==> src/rtl/riscv_pkg.sv <==
// Shared RISC-V constants for the load/store path: funct3 encodings and the
// LSU sequencing states.
package riscv_pkg;

  localparam logic [2:0] F3_LB  = 3'b000;
  localparam logic [2:0] F3_LH  = 3'b001;
  localparam logic [2:0] F3_LW  = 3'b010;
  localparam logic [2:0] F3_LBU = 3'b100;
  localparam logic [2:0] F3_LHU = 3'b101;
  localparam logic [2:0] F3_SB  = 3'b000;
  localparam logic [2:0] F3_SH  = 3'b001;
  localparam logic [2:0] F3_SW  = 3'b010;

  typedef enum logic [2:0] {
    LSU_IDLE    = 3'd0,
    LSU_READ    = 3'd1,
    LSU_CAPTURE = 3'd2,
    LSU_WRITE   = 3'd3,
    LSU_RESP    = 3'd4
  } lsu_state_t;

  // Bit offset of a byte lane inside a 32-bit word.
  function automatic logic [4:0] lane_shift(input logic [1:0] lane);
    return {lane, 3'b000};
  endfunction

endpackage

==> src/rtl/lsu_align.sv <==
// Combinational lane logic: load extraction/extension, sub-word store merge,
// and legality/alignment checking of a request.
module lsu_align
  import riscv_pkg::*;
(
  input  logic [2:0]  i_funct3,
  input  logic        i_we,
  input  logic [1:0]  i_addr_lo,
  input  logic [31:0] i_old_word,
  input  logic [31:0] i_wdata,
  output logic [31:0] o_load_val,
  output logic [31:0] o_merged,
  output logic        o_err
);

  logic [7:0]  w_byte;
  logic [15:0] w_half;

  always_comb begin
    w_byte = i_old_word[lane_shift(i_addr_lo) +: 8];
    w_half = i_old_word[lane_shift({i_addr_lo[1], 1'b0}) +: 16];
  end

  always_comb begin
    o_load_val = 32'h0;
    case (i_funct3)
      F3_LB:   o_load_val = {{24{w_byte[7]}}, w_byte};
      F3_LH:   o_load_val = {{16{w_half[15]}}, w_half};
      F3_LW:   o_load_val = i_old_word;
      F3_LBU:  o_load_val = {24'h0, w_byte};
      F3_LHU:  o_load_val = {16'h0, w_half};
      default: o_load_val = 32'h0;
    endcase
  end

  // Only the addressed lane(s) are replaced; the rest of the old word survives.
  always_comb begin
    o_merged = i_old_word;
    case (i_funct3)
      F3_SB:   o_merged[lane_shift(i_addr_lo) +: 8] = i_wdata[7:0];
      F3_SH:   o_merged[lane_shift({i_addr_lo[1], 1'b0}) +: 16] = i_wdata[15:0];
      F3_SW:   o_merged = i_wdata;
      default: o_merged = i_old_word;
    endcase
  end

  always_comb begin
    o_err = 1'b1;
    if (i_we) begin
      case (i_funct3)
        F3_SB:   o_err = 1'b0;
        F3_SH:   o_err = i_addr_lo[0];
        F3_SW:   o_err = (i_addr_lo != 2'b00);
        default: o_err = 1'b1;
      endcase
    end else begin
      case (i_funct3)
        F3_LB, F3_LBU: o_err = 1'b0;
        F3_LH, F3_LHU: o_err = i_addr_lo[0];
        F3_LW:         o_err = (i_addr_lo != 2'b00);
        default:       o_err = 1'b1;
      endcase
    end
  end

endmodule

==> src/rtl/load_store_unit.sv <==
// Load/store unit: converts byte/half/word requests into word-aligned accesses
// on a word-only memory port, with read-modify-write for sub-word stores.
module load_store_unit
  import riscv_pkg::*;
#(
  parameter int XLEN = 32
) (
  input  logic            clk,
  input  logic            rst,
  input  logic            req_valid,
  output logic            req_ready,
  input  logic            req_we,
  input  logic [2:0]      req_funct3,
  input  logic [XLEN-1:0] req_addr,
  input  logic [XLEN-1:0] req_wdata,
  output logic            resp_valid,
  output logic [XLEN-1:0] resp_rdata,
  output logic            resp_err,
  output logic            mem_we,
  output logic [XLEN-1:0] mem_addr,
  output logic [XLEN-1:0] mem_wdata,
  input  logic [XLEN-1:0] mem_rdata
);

  lsu_state_t      r_state;
  lsu_state_t      w_next;
  logic [2:0]      r_funct3;
  logic            r_we;
  logic [1:0]      r_addr_lo;
  logic [XLEN-1:0] r_wdata;
  logic [XLEN-1:0] r_rdata;
  logic            r_err;
  logic            r_mem_we;
  logic [XLEN-1:0] r_mem_addr;
  logic [XLEN-1:0] r_mem_wdata;

  logic            w_idle;
  logic            w_accept;
  logic [2:0]      w_funct3;
  logic            w_we;
  logic [1:0]      w_addr_lo;
  logic [XLEN-1:0] w_load_val;
  logic [XLEN-1:0] w_merged;
  logic            w_err;

  assign w_idle   = (r_state == LSU_IDLE);
  assign w_accept = w_idle && req_valid;

  // Legality is judged on the live request in IDLE, lane work on the captured one.
  assign w_funct3  = w_idle ? req_funct3    : r_funct3;
  assign w_we      = w_idle ? req_we        : r_we;
  assign w_addr_lo = w_idle ? req_addr[1:0] : r_addr_lo;

  lsu_align u_align (
    .i_funct3   (w_funct3),
    .i_we       (w_we),
    .i_addr_lo  (w_addr_lo),
    .i_old_word (mem_rdata),
    .i_wdata    (r_wdata),
    .o_load_val (w_load_val),
    .o_merged   (w_merged),
    .o_err      (w_err)
  );

  always_comb begin
    w_next = r_state;
    case (r_state)
      LSU_IDLE: begin
        if (req_valid) begin
          if (w_err)                              w_next = LSU_RESP;
          else if (req_we && req_funct3 == F3_SW) w_next = LSU_WRITE;
          else                                    w_next = LSU_READ;
        end
      end
      LSU_READ:    w_next = LSU_CAPTURE;
      LSU_CAPTURE: w_next = r_we ? LSU_WRITE : LSU_RESP;
      LSU_WRITE:   w_next = LSU_RESP;
      LSU_RESP:    w_next = LSU_IDLE;
      default:     w_next = LSU_IDLE;
    endcase
  end

  always_ff @(posedge clk or negedge rst) begin
    if (!rst) begin
      r_state     <= LSU_IDLE;
      r_rdata     <= '0;
      r_err       <= 1'b0;
      r_mem_we    <= 1'b0;
      r_mem_addr  <= '0;
      r_mem_wdata <= '0;
    end else begin
      r_state  <= w_next;
      r_mem_we <= (w_next == LSU_WRITE);

      if (w_next == LSU_IDLE || w_next == LSU_RESP)
        r_mem_addr <= '0;
      else if (w_idle)
        r_mem_addr <= {req_addr[XLEN-1:2], 2'b00};

      if (w_next == LSU_WRITE)
        r_mem_wdata <= w_idle ? req_wdata : w_merged;
      else
        r_mem_wdata <= '0;

      if (w_accept) begin
        r_rdata <= '0;
        r_err   <= w_err;
      end else if (r_state == LSU_CAPTURE && !r_we) begin
        r_rdata <= w_load_val;
      end else if (r_state == LSU_RESP) begin
        r_rdata <= '0;
        r_err   <= 1'b0;
      end
    end
  end

  // Request payload only matters after acceptance, so it needs no reset.
  always_ff @(posedge clk) begin
    if (w_accept) begin
      r_funct3  <= req_funct3;
      r_we      <= req_we;
      r_addr_lo <= req_addr[1:0];
      r_wdata   <= req_wdata;
    end
  end

  assign req_ready  = w_idle;
  assign resp_valid = (r_state == LSU_RESP);
  assign resp_rdata = r_rdata;
  assign resp_err   = r_err;
  assign mem_we     = r_mem_we;
  assign mem_addr   = r_mem_addr;
  assign mem_wdata  = r_mem_wdata;

endmodule

==> config.mk <==
export PLATFORM = sky130hd
export DESIGN_NAME = load_store_unit
export DESIGN_NICKNAME = d
export VERILOG_FILES = /design/src/rtl/riscv_pkg.sv /design/src/rtl/lsu_align.sv /design/src/rtl/load_store_unit.sv
export SDC_FILE = /design/constraint.sdc
export NUM_CORES = 1
export LEC_CHECK = 0
export ABC_AREA = 1
export CORE_ASPECT_RATIO = 1.5
export CORE_MARGIN = 8
export CORE_UTILIZATION = 45
export CTS_BUF_LIST = sky130_fd_sc_hd__clkbuf_8
export DETAILED_ROUTE_END_ITERATION = 6
export PLACE_DENSITY = 0.78
export SLEW_MARGIN = 20
export SYNTH_ARGS = -nofsm -noshare
export SYNTH_HDL_FRONTEND = slang
export SYNTH_SLANG_ARGS = --single-unit
==> constraint.sdc <==
create_clock -name clk -period 2.8 [get_ports clk]
set_input_delay 0.56 -clock clk [delete_from_list [all_inputs] [get_ports clk]]
set_output_delay 0.56 -clock clk [all_outputs]
set_load 0.005 [all_outputs]
== Word-level counts from Yosys, hierarchy flattened ==
Index checks and enable logic that the tools add are counted.

* Shift-type cells: 6
* Reduce and logical (&&, ||, !) cells: 15
* Multiplexer cells: 25
* Add/sub/neg operators: 2
* Eq/ne operators: 12

{| class="wikitable"
|+ Operators with widths
! kind !! count
|-
| 32-bit two-way mux || 7
|-
| 32-bit case mux with 5 select lines || 1
|-
| 32-bit case mux with 3 select lines || 1
|-
| 32-bit bitwise mux || 2
|-
| 16-bit by 7-bit variable shift with 32-bit output, first input constant || 1
|-
| 8-bit by 7-bit variable shift with 32-bit output, first input constant || 1
|-
| 16-bit by 7-bit variable part select with 32-bit output || 1
|-
| 32-bit by 6-bit variable part select with 16-bit output || 1
|-
| 32-bit by 6-bit variable part select with 8-bit output || 1
|-
| 8-bit by 7-bit variable part select with 32-bit output || 1
|-
| 3-bit by 2-bit == test with 1-bit output, second input constant || 5
|-
| 5-bit negator with 7-bit output || 2
|-
| 3-bit == test, second input constant || 4
|-
| 3-bit two-way mux || 4
|-
| 3-bit case mux with 4 select lines || 1
|-
| 3-bit zero test || 3
|-
| 3-bit by 1-bit == test with 1-bit output, second input constant || 2
|-
| 1-bit case mux with 3 select lines || 2
|-
| 2-bit nonzero test || 3
|-
| 1-bit two-way mux || 5
|-
| 2-bit two-way mux || 2
|-
| 2-bit OR reduction || 2
|-
| 1-bit logical AND || 3
|-
| 3-bit nonzero test || 1
|-
| 4 further kinds || 4
|}

* Bits in registers: 139
* Output and inout bits: 100
* Word-level logic and storage cells: 70

== Depth between registers and ports, before layout ==
* Depth in word-level cells: 12
* Gate-level depth with buffers: 19
* Mapped depth without buffers: 17

== Modules after synthesis ==
From an unflattened synthesis, not the netlist that was laid out.

* Cell total of the unflattened synthesis: 1274
* Area, all modules: 8539.4 um2

{| class="wikitable"
|+ By module, submodules not included
! module !! sequential area each (um2) !! times used !! cells an instance !! area each (um2)
|-
| load_store_unit || 3618.5 || 1 || 566 || 5572.8
|-
| lsu_align || 0.0 || 1 || 708 || 2966.6
|}

== Least setup slack after synthesis ==
OpenSTA, ideal clock, no wires.

* Kind: register to register
* Start point: reg r_state[1]
* End point: reg r_mem_wdata[10], in the netlist mem_wdata[10]
* Slack: -87 ps
* Data required time: 2729 ps
* Period minus slack after synthesis: 2887 ps
* Data arrival time: 2815 ps
* Path buffers: 2
* Stages on the path, launching flop included: 20
* Cells stage by stage: dfrtp_1 nor2_4 nand2_4 inv_2 nand2_1 nand2_2 inv_2 buf_2 ha_1 clkbuf_1 inv_1 nor2_1 nand2_1 o21ai_0 o21ai_0 nor2_1 a21oi_1 nand2_1 o21ai_0 nor2_1

* Longest elaborated chain between the ends: 11
* Elaborated cells on any way between the ends: 33
* Those cells by class: add/sub: 2; eq/ne: 8; shift: 4; mux: 14; reduce/logical: 5

{| class="wikitable"
|+ Ends and longest elaborated chain
! what !! RTL line !! text
|-
| start, declared || load_store_unit.sv:25 || <nowiki>lsu_state_t r_state;</nowiki>
|-
| start signal, assigned || load_store_unit.sv:92 || <nowiki>r_state <= w_next;</nowiki>
|-
| branches (longest 10 deep; another with 5-bit negator with 7-bit output) || -- ||
|-
| 32-bit two-way mux * || load_store_unit.sv:100 || <nowiki>if (w_next == LSU_WRITE)</nowiki>
|-
| end signal, assigned || load_store_unit.sv:101 || <nowiki>r_mem_wdata <= w_idle ? req_wdata : w_merged;</nowiki>
|-
| end, declared || load_store_unit.sv:35 || <nowiki>logic [XLEN-1:0] r_mem_wdata;</nowiki>
|}

Every way passes the cells marked *.
A chain may end at the register's enable or synchronous reset.

== Worst setup path in the final report ==
* Start point: reg r_state[1]
* End point: out req_ready

* Longest elaborated chain between the ends: 1

{| class="wikitable"
|+ Ends and longest elaborated chain
! what !! RTL line !! text
|-
| 3-bit zero test || load_store_unit.sv:46 || <nowiki>assign w_idle = (r_state == LSU_IDLE);</nowiki>
|-
| end, declared || load_store_unit.sv:11 || <nowiki>output logic req_ready,</nowiki>
|}

No other way between the ends.

==> impl_metrics.toml <==
[setup_path]
required_ns = 2.24
cp-start-kind = "register"
max_stage_delay_ns = 0.55
critPathSlowestCell = "clkdlybuf4s50_1"
path_delay_family = "buffers and inverters"
crit_chain = "nor2_4 -> nand2_4 -> inv_2 -> buf_4 -> clkdlybuf4s50_1"
path_max_fanout = 18
worst_setup_path_end_kind = "output port"
cp.arrival_ns = 2.12
worst-path-buf-inv = 3
path_class = "register to output port"

[logic_synthesis]
yosys_warnings = 0
synthCells = 809
synth_area_leaders = "dfrtp_1 35%, edfxtp_1 16%, nand2_1 8.9%"
synth_area_per_cell_um2 = 8.69
ys_types = 37
yosys_most_used_dff = "dfrtp_1"
synth_top_cell_area_share_pct = 35.2
syn_area_um2 = 7030
ys_ff_latch = 137
synth-edff-count = 38
async_flop_share_pct = 72.3
seq_area_frac_synth_pct = 51.5
synth_top_area_cell = "dfrtp_1"
synthTopCellsByCount = "166 x nand2_1, 99 x dfrtp_1, 82 x o21ai_0"
post-synth-top-count-cell = "nand2_1"

[clock_network]
cts_resized = 0
numCtsBuffers = 17
cts.sinks = 137
clock_latency_ns = 0.45
clockBufferDepth = 2
cts_tree = "built"
cts_root_buf = "clkbuf_8"
h-tree-depth = 4
clk_pin_slew_ns = 0.09

[place]
io_buffer_count = 200
hpwl_um = 18200
place_congestion = 1.03

[sta]
relSlewSlack_pct = 52.0
rsz0062_at_grt = "no"
tightestPinTransition_ns = 0.720
period_share_pct = 95.7
fmax_mhz = 373
holdWs_ns = 0.484
fin_skew_ns = 0.0103
slew_viol_final = 0
final_hold_viol_count = 0
setup_viol = 0
min_period_ns = 2.68

[global_routing]
grt_max_degree = 53
grt_pass1_wl_um = 37100
first_global_vias = 6826
grt_overflow = 0
grt_antenna_before_repair = 0
grt_usage_pct = 23.6

[layout]
syn2layout_area_growth_pct = 40.1
drive_gt1_share_pct = 9.84
multi_input_area_um2 = 2980
nNetsFinal = 1131
seq_area_um2 = 3620
nFillCells = 1310
antennaDiodeCount = 0
utilization_pct = 63.6

[drt]
first_pass_iters = 5
ant_nets = 0
vias = 6708
post_drt_wl_per_cell_um = 19.0
remaining_drc_errors = 0
post_drt_via_cell_ratio = 5.41
postRouteWirelength_um = 23600
drt-initial-drc-count = 499

[worst_hold_path]
hold_class = "input pin to async pin"

[floorplan]
die_h_um = 169
ioPinCount = 203
die_w_um = 118
rows = 56
die_area_um2 = 20000
core-area_um2 = 15500
start_util_pct = 45.4

[pwr]
peakVddDrop_uv = 758
power.density_nw_per_um2 = 1060
power.leakage_nw = 4.41

[flow_run]
maxCapViolations = 0

[status]
status = "complete, no violations"
==> final timing paths <==
kind                                              endpoint                       start  depth (start not counted)  slack, ns
worst min register to register  resp_rdata[30]$_DFFE_PN0P_  resp_rdata[30]$_DFFE_PN0P_                          2       0.49
worst max register to register     mem_wdata[11]$_DFF_PN0_        r_state[1]$_DFF_PN0_                         13       0.24
worst max-delay path                             req_ready        r_state[1]$_DFF_PN0_                          5       0.12
worst min-delay path              mem_addr[23]$_DFFE_PN0P_                         rst                          2       0.48
max in group asynchronous        resp_rdata[2]$_DFFE_PN0P_                         rst                          3       1.61
min in group clk                resp_rdata[30]$_DFFE_PN0P_  resp_rdata[30]$_DFFE_PN0P_                          2       0.49
==> power breakdown <==
group          internal, mW  switching (mW)
clock                 0.924           0.880
sequential             2.58           0.274
combinational          2.38            3.38
total                  5.89            4.54
==> timing repair <==
item / CTS / global route
setup endpoints to repair: 0 / 3
endpoints found under the hold margin: 11 / 0
hold buffers: 1 / 0
setup buffers: 0 / 3
==> stage by stage <==
| stage | setup TNS (ns) | total power [mW] | instance area, µm² | worst slack (ns) | instances |
|---|---|---|---|---|---|
| after floorplan | 0 | 6.35 | 7040 | 0.0964 | 810 |
| after global placement | -0.0189 | 8.52 | 9380 | -0.0122 | 1204 |
| after detailed placement | 0 | 8.57 | 9380 | 0.00166 | 1204 |
| after CTS | 0 | 10.4 | 9830 | 0.0656 | 1237 |
| after global routing | 0 | 11.2 | 9850 | 0.00768 | 1240 |
| final | 0 | 10.4 | 9850 | 0.120 | 1240 |
==> per-layer routing <==
metal  global-route usage [%]  vias to the layer above  share of wire, %
met5                        0                        -                 0
met4                     11.6                        0               4.3
met3                     6.14                       49               7.3
met2                     41.1                      295                50
met1                     26.2                     3147                38
li1                         -                     3217                 -
==> cell families after synthesis <==
kind of cell	count (synthesis)	synth area share (%)
AO/OA/AOI/OAI	241	19.4
adder cells (fa/ha/maj)	4	0.712
buffers and inverters	96	6.19
flip-flops	137	51.5
multiplexers	30	4.27
other	1	0.0533
AND/OR/NAND/NOR	300	17.9
==> layout by cell type (no fill, tap or decap), types with 2 or more instances in the layout <==
cell type / n
nand4_1: 2
inv_6: 6
inv_1: 42
conb_1: 2
clkdlybuf4s50_1: 199
ha_1: 4
a21oi_1: 77
nand3_2: 2
o211ai_1: 22
o311ai_0: 2
nor3_1: 2
buf_4: 40
inv_2: 5
dfrtp_1: 99
o21ai_1: 20
a21o_1: 7
o21ai_0: 82
mux2i_1: 30
edfxtp_1: 38
a22o_1: 4
nor2_1: 69
o22ai_1: 16
bufinv_16: 3
inv_8: 4
nor2_4: 3
nand2_1: 166
nor2_2: 2
nand2_2: 10
clkbuf_8: 17
nand3_1: 41
a22oi_1: 7
buf_12: 4
==> flip-flops by register name, summed over array words and instances (netlist names) <==
name	flops
r_addr_lo	2
mem_we	1
r_funct3	3
resp_rdata	32
resp_err	1
mem_wdata	32
mem_addr	30
r_wdata	32
r_we	1
r_state	3
==> cell type report <==
cell class                 count  area share [%]
clock buffer                  17            2.38
clock inverter                15            2.06
inverter                      47            1.79
multi-input combinational    577            30.3
sequential                   137            36.7
tap                          203            2.58
timing repair buffer         244            24.2
No activity file was read; power rests on OpenSTA's default activity.
